File: src/rtl/pixie_video_gen_if.sv
// pixie_video_gen_if: CPU strobe/DMA inputs and video/timing outputs of the Pixie generator.
//   slave  : the generator (inputs disp_on, disp_off, tpb, sc, data_in, row_rpt;
//            outputs int_n, dmao_n, efx_n, video, hsync_n, vsync_n, comp_sync, line_active)
//   master : the CPU/bench side driving the strobes and observing the outputs
interface pixie_video_gen_if;
  logic       disp_on, disp_off, tpb;
  logic [1:0] sc;
  logic [7:0] data_in;
  logic [1:0] row_rpt;
  logic       int_n, dmao_n, efx_n, video, hsync_n, vsync_n, comp_sync, line_active;
  modport master (
    output disp_on, disp_off, tpb, sc, data_in, row_rpt,
    input  int_n, dmao_n, efx_n, video, hsync_n, vsync_n, comp_sync, line_active
  );
  modport slave (
    input  disp_on, disp_off, tpb, sc, data_in, row_rpt,
    output int_n, dmao_n, efx_n, video, hsync_n, vsync_n, comp_sync, line_active
  );
endinterface

File: src/rtl/pixie_video_gen.sv
// pixie_video_gen: CDP1861-style display timing, DMA request and 1-bit video serialiser.
//   clock, reset (sync, active-low), bus (pixie_video_gen_if.slave).
//   Define PIXIE_LINEBUF_EN to add the line buffer with row-repeat replay (row_rpt);
//   without it every active line is fetched by DMA and row_rpt is ignored.
module pixie_video_gen #(
  parameter int MC_PER_LINE = 29,
  parameter int LINES       = 262,
  parameter int VSYNC_LINES = 16,
  parameter int HSYNC_MC    = 3,
  parameter int ACT_START   = 80,
  parameter int ACT_LINES   = 128,
  parameter int DMA_START   = 3,
  parameter int DMA_BYTES   = 8,
  parameter int EF_LEAD     = 4,
  parameter int EF_TAIL     = 4
) (
  input logic clock,
  input logic reset,
  pixie_video_gen_if.slave bus
);
  localparam int MCW = $clog2(MC_PER_LINE);
  localparam int LW  = $clog2(LINES);
  logic [MCW-1:0] mc_q, mc_d;
  logic [LW-1:0]  line_q, line_d;
  logic           en_q, en_d, gate_q, gate_d;
  logic [7:0]     shift_q, shift_d;
  logic           int_n_q, int_n_d, dmao_n_q, dmao_n_d, efx_n_q, efx_n_d, video_q, video_d;
  logic           hsync_n_q, hsync_n_d, vsync_n_q, vsync_n_d, comp_sync_q, comp_sync_d;
  logic           line_active_q, line_active_d;
  logic           mc_wrap, active, win, fetch, dma, wr;
  int             ln, mcn;
`ifdef PIXIE_LINEBUF_EN
  localparam int BW = DMA_BYTES > 1 ? $clog2(DMA_BYTES) : 1;
  logic [1:0]     rpt_q, rpt_d;
  logic [BW-1:0]  slot;
  logic [7:0]     line_buf_q [DMA_BYTES];
`else
  logic           unused_row_rpt;
  assign unused_row_rpt = ^bus.row_rpt;
`endif
  always_comb begin
    ln = int'(line_q);
    mcn = int'(mc_q);
    mc_wrap = bus.tpb && mcn == MC_PER_LINE - 1;
    mc_d = !bus.tpb ? mc_q : mc_wrap ? '0 : MCW'(mcn + 1);
    line_d = !mc_wrap ? line_q : ln == LINES - 1 ? '0 : LW'(ln + 1);
    en_d = bus.disp_off ? 1'b0 : bus.disp_on ? 1'b1 : en_q;
    // the gate freezes the enable for a whole line so DMA never starts mid-line
    gate_d = mc_wrap ? en_d : gate_q;
    active = ln >= ACT_START && ln < ACT_START + ACT_LINES;
    win = mcn >= DMA_START && mcn < DMA_START + DMA_BYTES;
    dma = gate_q && active && win;
    wr = dma && fetch && bus.tpb && bus.sc == 2'd2;
`ifdef PIXIE_LINEBUF_EN
    rpt_d = mc_wrap && ln == LINES - 1 ? bus.row_rpt : rpt_q;
    // repeat factor is a power of two, so the modulo reduces to a mask
    fetch = ((ln - ACT_START) & ((1 << rpt_q) - 1)) == 0;
    slot = BW'(mcn - DMA_START);
    shift_d = wr ? bus.data_in :
              dma && !fetch && bus.tpb ? line_buf_q[slot] : {shift_q[6:0], 1'b0};
`else
    fetch = 1'b1;
    shift_d = wr ? bus.data_in : {shift_q[6:0], 1'b0};
`endif
    hsync_n_d = mcn >= HSYNC_MC;
    vsync_n_d = ln >= VSYNC_LINES;
    comp_sync_d = ~(hsync_n_d ^ vsync_n_d);
    dmao_n_d = !(dma && fetch);
    int_n_d = !(gate_q && (ln == ACT_START - 2 || ln == ACT_START - 1));
    efx_n_d = !((ln >= ACT_START - EF_LEAD && ln < ACT_START) ||
                (ln >= ACT_START + ACT_LINES - EF_TAIL && ln < ACT_START + ACT_LINES));
    video_d = shift_q[7];
    line_active_d = gate_q && active;
  end
  always_ff @(posedge clock) begin
    if (!reset) begin
      mc_q <= '0;
      line_q <= '0;
      en_q <= 1'b0;
      gate_q <= 1'b0;
      shift_q <= '0;
      int_n_q <= 1'b1;
      dmao_n_q <= 1'b1;
      efx_n_q <= 1'b1;
      video_q <= 1'b0;
      hsync_n_q <= 1'b0;
      vsync_n_q <= 1'b0;
      comp_sync_q <= 1'b1;
      line_active_q <= 1'b0;
`ifdef PIXIE_LINEBUF_EN
      rpt_q <= '0;
`endif
    end else begin
      mc_q <= mc_d;
      line_q <= line_d;
      en_q <= en_d;
      gate_q <= gate_d;
      shift_q <= shift_d;
      int_n_q <= int_n_d;
      dmao_n_q <= dmao_n_d;
      efx_n_q <= efx_n_d;
      video_q <= video_d;
      hsync_n_q <= hsync_n_d;
      vsync_n_q <= vsync_n_d;
      comp_sync_q <= comp_sync_d;
      line_active_q <= line_active_d;
`ifdef PIXIE_LINEBUF_EN
      rpt_q <= rpt_d;
`endif
    end
  end
`ifdef PIXIE_LINEBUF_EN
  always_ff @(posedge clock)
    if (reset && wr) line_buf_q[slot] <= bus.data_in;
`endif
  assign bus.int_n = int_n_q;
  assign bus.dmao_n = dmao_n_q;
  assign bus.efx_n = efx_n_q;
  assign bus.video = video_q;
  assign bus.hsync_n = hsync_n_q;
  assign bus.vsync_n = vsync_n_q;
  assign bus.comp_sync = comp_sync_q;
  assign bus.line_active = line_active_q;
endmodule

File: src/flat_wrapper.sv
// flat-port wrapper written by rule: the top's interface ports become plain ports
module pixie_video_gen_flat 
#(
  parameter int MC_PER_LINE = 29,
  parameter int LINES       = 262,
  parameter int VSYNC_LINES = 16,
  parameter int HSYNC_MC    = 3,
  parameter int ACT_START   = 80,
  parameter int ACT_LINES   = 128,
  parameter int DMA_START   = 3,
  parameter int DMA_BYTES   = 8,
  parameter int EF_LEAD     = 4,
  parameter int EF_TAIL     = 4
)
  (clock, reset, bus_disp_on, bus_disp_off, bus_tpb, bus_sc, bus_data_in, bus_row_rpt, bus_int_n, bus_dmao_n, bus_efx_n, bus_video, bus_hsync_n, bus_vsync_n, bus_comp_sync, bus_line_active);
  pixie_video_gen_if bus_i ();
  input logic clock;
  input logic reset;
  input wire logic [$bits(bus_i.disp_on)-1:0] bus_disp_on;
  input wire logic [$bits(bus_i.disp_off)-1:0] bus_disp_off;
  input wire logic [$bits(bus_i.tpb)-1:0] bus_tpb;
  input wire logic [$bits(bus_i.sc)-1:0] bus_sc;
  input wire logic [$bits(bus_i.data_in)-1:0] bus_data_in;
  input wire logic [$bits(bus_i.row_rpt)-1:0] bus_row_rpt;
  output wire logic [$bits(bus_i.int_n)-1:0] bus_int_n;
  output wire logic [$bits(bus_i.dmao_n)-1:0] bus_dmao_n;
  output wire logic [$bits(bus_i.efx_n)-1:0] bus_efx_n;
  output wire logic [$bits(bus_i.video)-1:0] bus_video;
  output wire logic [$bits(bus_i.hsync_n)-1:0] bus_hsync_n;
  output wire logic [$bits(bus_i.vsync_n)-1:0] bus_vsync_n;
  output wire logic [$bits(bus_i.comp_sync)-1:0] bus_comp_sync;
  output wire logic [$bits(bus_i.line_active)-1:0] bus_line_active;
  assign bus_i.disp_on = bus_disp_on;
  assign bus_i.disp_off = bus_disp_off;
  assign bus_i.tpb = bus_tpb;
  assign bus_i.sc = bus_sc;
  assign bus_i.data_in = bus_data_in;
  assign bus_i.row_rpt = bus_row_rpt;
  assign bus_int_n = bus_i.int_n;
  assign bus_dmao_n = bus_i.dmao_n;
  assign bus_efx_n = bus_i.efx_n;
  assign bus_video = bus_i.video;
  assign bus_hsync_n = bus_i.hsync_n;
  assign bus_vsync_n = bus_i.vsync_n;
  assign bus_comp_sync = bus_i.comp_sync;
  assign bus_line_active = bus_i.line_active;
  pixie_video_gen #(.MC_PER_LINE(MC_PER_LINE), .LINES(LINES), .VSYNC_LINES(VSYNC_LINES), .HSYNC_MC(HSYNC_MC), .ACT_START(ACT_START), .ACT_LINES(ACT_LINES), .DMA_START(DMA_START), .DMA_BYTES(DMA_BYTES), .EF_LEAD(EF_LEAD), .EF_TAIL(EF_TAIL)) u_core (.clock(clock), .reset(reset), .bus(bus_i));
endmodule
File: config.mk
export PLATFORM = sky130hd
export DESIGN_NAME = pixie_video_gen_flat
export DESIGN_NICKNAME = d
export VERILOG_FILES = /design/src/rtl/pixie_video_gen_if.sv /design/src/rtl/pixie_video_gen.sv /design/src/flat_wrapper.sv
export SDC_FILE = /design/constraint.sdc
export NUM_CORES = 1
export LEC_CHECK = 0
export ABC_AREA = 0
export BUFFER_PORTS_ARGS = -buffer_cell sky130_fd_sc_hd__buf_2
export CAP_MARGIN = 0
export CELL_PAD_IN_SITES_DETAIL_PLACEMENT = 1
export CELL_PAD_IN_SITES_GLOBAL_PLACEMENT = 1
export CORE_MARGIN = 2
export CORE_UTILIZATION = 44
export DETAILED_ROUTE_END_ITERATION = 8
export GPL_ROUTABILITY_DRIVEN = 0
export HOLD_SLACK_MARGIN = 0.08
export PLACE_DENSITY = 0.86
export SYNTH_ARGS = -nofsm -noshare
export SYNTH_HDL_FRONTEND = slang
export SYNTH_SLANG_ARGS = --single-unit
File: constraint.sdc
create_clock -name clock -period 2.2 [get_ports clock]
set_input_delay 0.11 -clock clock [delete_from_list [all_inputs] [get_ports clock]]
set_output_delay 0.11 -clock clock [all_outputs]
set_load 0.05 [all_outputs]
==> results.md <==
* Top FF cell, synth: dfxtp_1
* Final period utilization at 82.2%
* Mean routed wirelength per cell at around 15 µm
* ANT cells at 0
* Slowest stage cell, crit path: o31ai_4
* DP Wirelength at ~2.4 mm
* Worst Skew at a little over 0.01 ns
* Clock share of power at a little under 40%
* Place WS at ~0.41 ns
* DIE AREA at 3720 µm²
* Post-route ant nets at 0
* Post-CTS sizing at 0
* Hold depth at 3
* Hold path start: bus_sc[1]
* Yosys warns at 0
* Status: finished, final reports clean
* Share of cells above drive strength 1 at 18.2%
* Area delta synth->final at 22.1%
* CP max FO at 10
* CTS Buf Count at 5
* Worst path required time at between 2 and 2.5 ns
* Final wirelength at roughly 3.5 mm
* Clk slew on worst S/H paths at 0.10 ns
* Pin count of the biggest net entering global routing at 20
* Die H at ~61 µm
* FMAX at about 550 MHz
* Mapped Area at around 1400 µm²
* Switching Fraction at between 20% and 30%
* Wire length of the first global-routing pass at around 5.7 mm
* WHS Endpoint: u_core.shift_q[0]
* Cell Chain, Critical Path: inv_1, ha_1, nand2_1, or2_1, o31ai_4, nor2_1
* Final hold viol count at 0
* PortBufs at 22
* Worst Hold Class: input port to flop
* Share of power burned in registers at between 50% and 60%
* Slew HR at a little under three quarters
* Total GRT Usage at around 22%
* Initial Utilization at 46.4%
* Max_cap viols at 0
* Tmin final at ~1.8 ns
* Cell count after synthesis at roughly 160
* Vias per cell at 5.13
* GRT overflow at 0
* Most common cell after layout, fill and taps aside: dfxtp_1
* Logic gate share of total power at roughly 6.3%
* Core area at between 3000 and 4000 µm²
* Share of the synthesized area in the top cell type at between 40% and 50%
* Cell-internal power at 0.856 mW
* Reg2reg end: u_core.line_q[5]
* Root Driver: clkbuf_4
* Most frequent cells in the layout: 32 x dfxtp_1, 25 x nand2_1, 22 x buf_2
* Site Rows at 20
* #FFs+latches synth at 32
* Design Area, Final at between 1500 and 2000 µm²
* RSZ-0062 raised after global routing: false
* Post-Syn Area per Cell at around 9.0 µm²
* Critical path class: flop to flop
* CTS tree: done
* DR DRC count at 0
* Nature of the critical path startpoint: flop
* Initial antenna violation count at 0
* Slowest Stage Delay on Critical Path at 0.46 ns
* Leakage at between 0.6 and 0.7 nW
* Post-CTS Setup Bufs at 0
* Post-synth EDFFs at 0
* CP delay by family, top: simple AND/OR/NAND/NOR gates
* First-pass detailed-route iteration total at 4
* Largest cells by area after synthesis: dfxtp_1 45%, nand2_1 6.6%, mux2i_1 5.6%, xnor2_1 5.5%, ha_1 4.4%
* Maximum VDD drop at between 400 and 500 µV
* Pins over their slew limit at 0
* R2R Setup Slk at approximately 0.4 ns
* WP data arrival at a little over 2 ns
* Vias in the first global route at between 1,000 and 1,500
* Clock sink count at 32
* Vias after detailed routing at ~1,200
* Net Sw Power at ~0.24 mW
* Latest clock arrival within the worst-skew pair at ~0.33 ns
* Post-synth top area cell: dfxtp_1
* CP endpoint kind: flop
* Worst R2R Path Depth at 6
* H-tree levels at 2
* Syn Nets at between 150 and 200
* Worst setup margin at 0.391 ns
* Placed Instance Area at around 1600 µm²
* Num ports at 25
* Setup TNS Final at 0 ns
* Cell Pwr Density at roughly 630 nW/µm²
* Register area share after synthesis at 44.9%
* Final setup fails at 0
* Iteration-0 DRC Markers at 22
* Synth async-reset ratio at 0%
* Worst-margin pin slew at ~0.43 ns
* Clock tree buffer depth at 2
* Die extent in x at approximately 61 µm
* CP bufs+invs at 1
* Netlist cell types at 34
* R2R Path Start: u_core.mc_q[0]
* # nets final at ~210
==> cell families after synthesis <==
group	Yosys count	share of synthesized area, %
and+or+nand+nor	77	27.6
xor gates and xnor gates	12	7.36
AOI/OAI and AO/OA	10	5.70
buffers and inverters	14	4.47
muxes	8	5.61
adders and majority gates	5	4.38
DFF	32	44.9
==> layout make-up <==
class                   instances  area [µm²]
fillers                       369        1340
multi-input cells             112         729
flip-flops and latches         32         641
repair buffers                 33         215
well taps                      44        55.1
clock buffers                   6        41.3
clock inverters                 2        35.0
inverters                       7        26.3
==> worst register-to-register path, cell delays in order (launching register included) <==
cell,delay (ns)
dfxtp_1,0.37
inv_1,0.09
ha_1,0.17
nand2_1,0.11
or2_1,0.39
o31ai_4,0.46
nor2_1,0.10
==> through the flow <==
step	utilization [%]	cells	total power, mW	hold WS [ns]
2_1_floorplan	-	158	0.635	0.198
3_3_place_gp	51.2	219	0.653	0.288
3_5_place_dp	51.2	219	0.657	0.300
4_1_cts	56.6	236	1.10	0.0892
5_1_grt	56.6	236	1.12	0.110
6_report	56.6	236	1.09	0.0957
==> how the worst max path moves through the flow <==
stage,start,endpoint,slack (ns),cells after the start
after CTS,u_core.mc_q[0],u_core.line_q[5],0.39,6
after detailed placement,u_core.mc_q[0],u_core.line_q[8],0.41,6
after global routing,u_core.mc_q[0],u_core.line_q[3],0.23,6
after global placement,u_core.mc_q[0],u_core.line_q[8],0.51,6
after floorplan,u_core.mc_q[0],u_core.line_q[1],0.69,7
final,u_core.mc_q[0],u_core.line_q[5],0.39,6
==> state kept, by name, summed over array words and instances (netlist names) <==
register / flops
u_core.bus.vsync_n: 1
u_core.en_q: 1
u_core.bus.dmao_n: 1
u_core.bus.efx_n: 1
u_core.mc_q: 5
u_core.bus.video: 1
u_core.gate_q: 1
u_core.bus.comp_sync: 1
u_core.bus.int_n: 1
u_core.shift_q: 8
u_core.line_q: 9
u_core.bus.hsync_n: 1
u_core.bus.line_active: 1
==> cell usage after synthesis, types with 3 or more instances <==
master    instances
xnor2_1           9
nand3_1           4
nor3_1            6
nor2_1           15
nand2b_1          4
dfxtp_1          32
mux2i_1           8
nand4_1           5
ha_1              5
buf_2             3
nor4b_1           3
nand2_1          25
inv_1             7
xor2_1            3
a21oi_1           3
clkbuf_1          3
==> routing by layer <==
layer | track usage, % | wire length (µm)
met5 | 0 | 0
met4 | 8.39 | 51
met3 | 5.12 | 139
met2 | 41.0 | 1910
met1 | 22.9 | 1410
==> power by group through the flow <==
stage          Combinational [mW]  Clock, mW  Sequential [mW]
3_5_place_dp               0.0550          0            0.602
3_3_place_gp               0.0525          0            0.601
4_1_cts                    0.0684      0.444            0.588
5_1_grt                    0.0775      0.456            0.589
2_1_floorplan              0.0310          0            0.604
6_report                   0.0691      0.434            0.588
==> timing repair <==
item / CTS / global route
hold endpoints to repair: 9 / 0
hold buffers: 9 / 0
endpoints found under the setup margin: 0 / 0
Power figures use the tool's default switching activity.
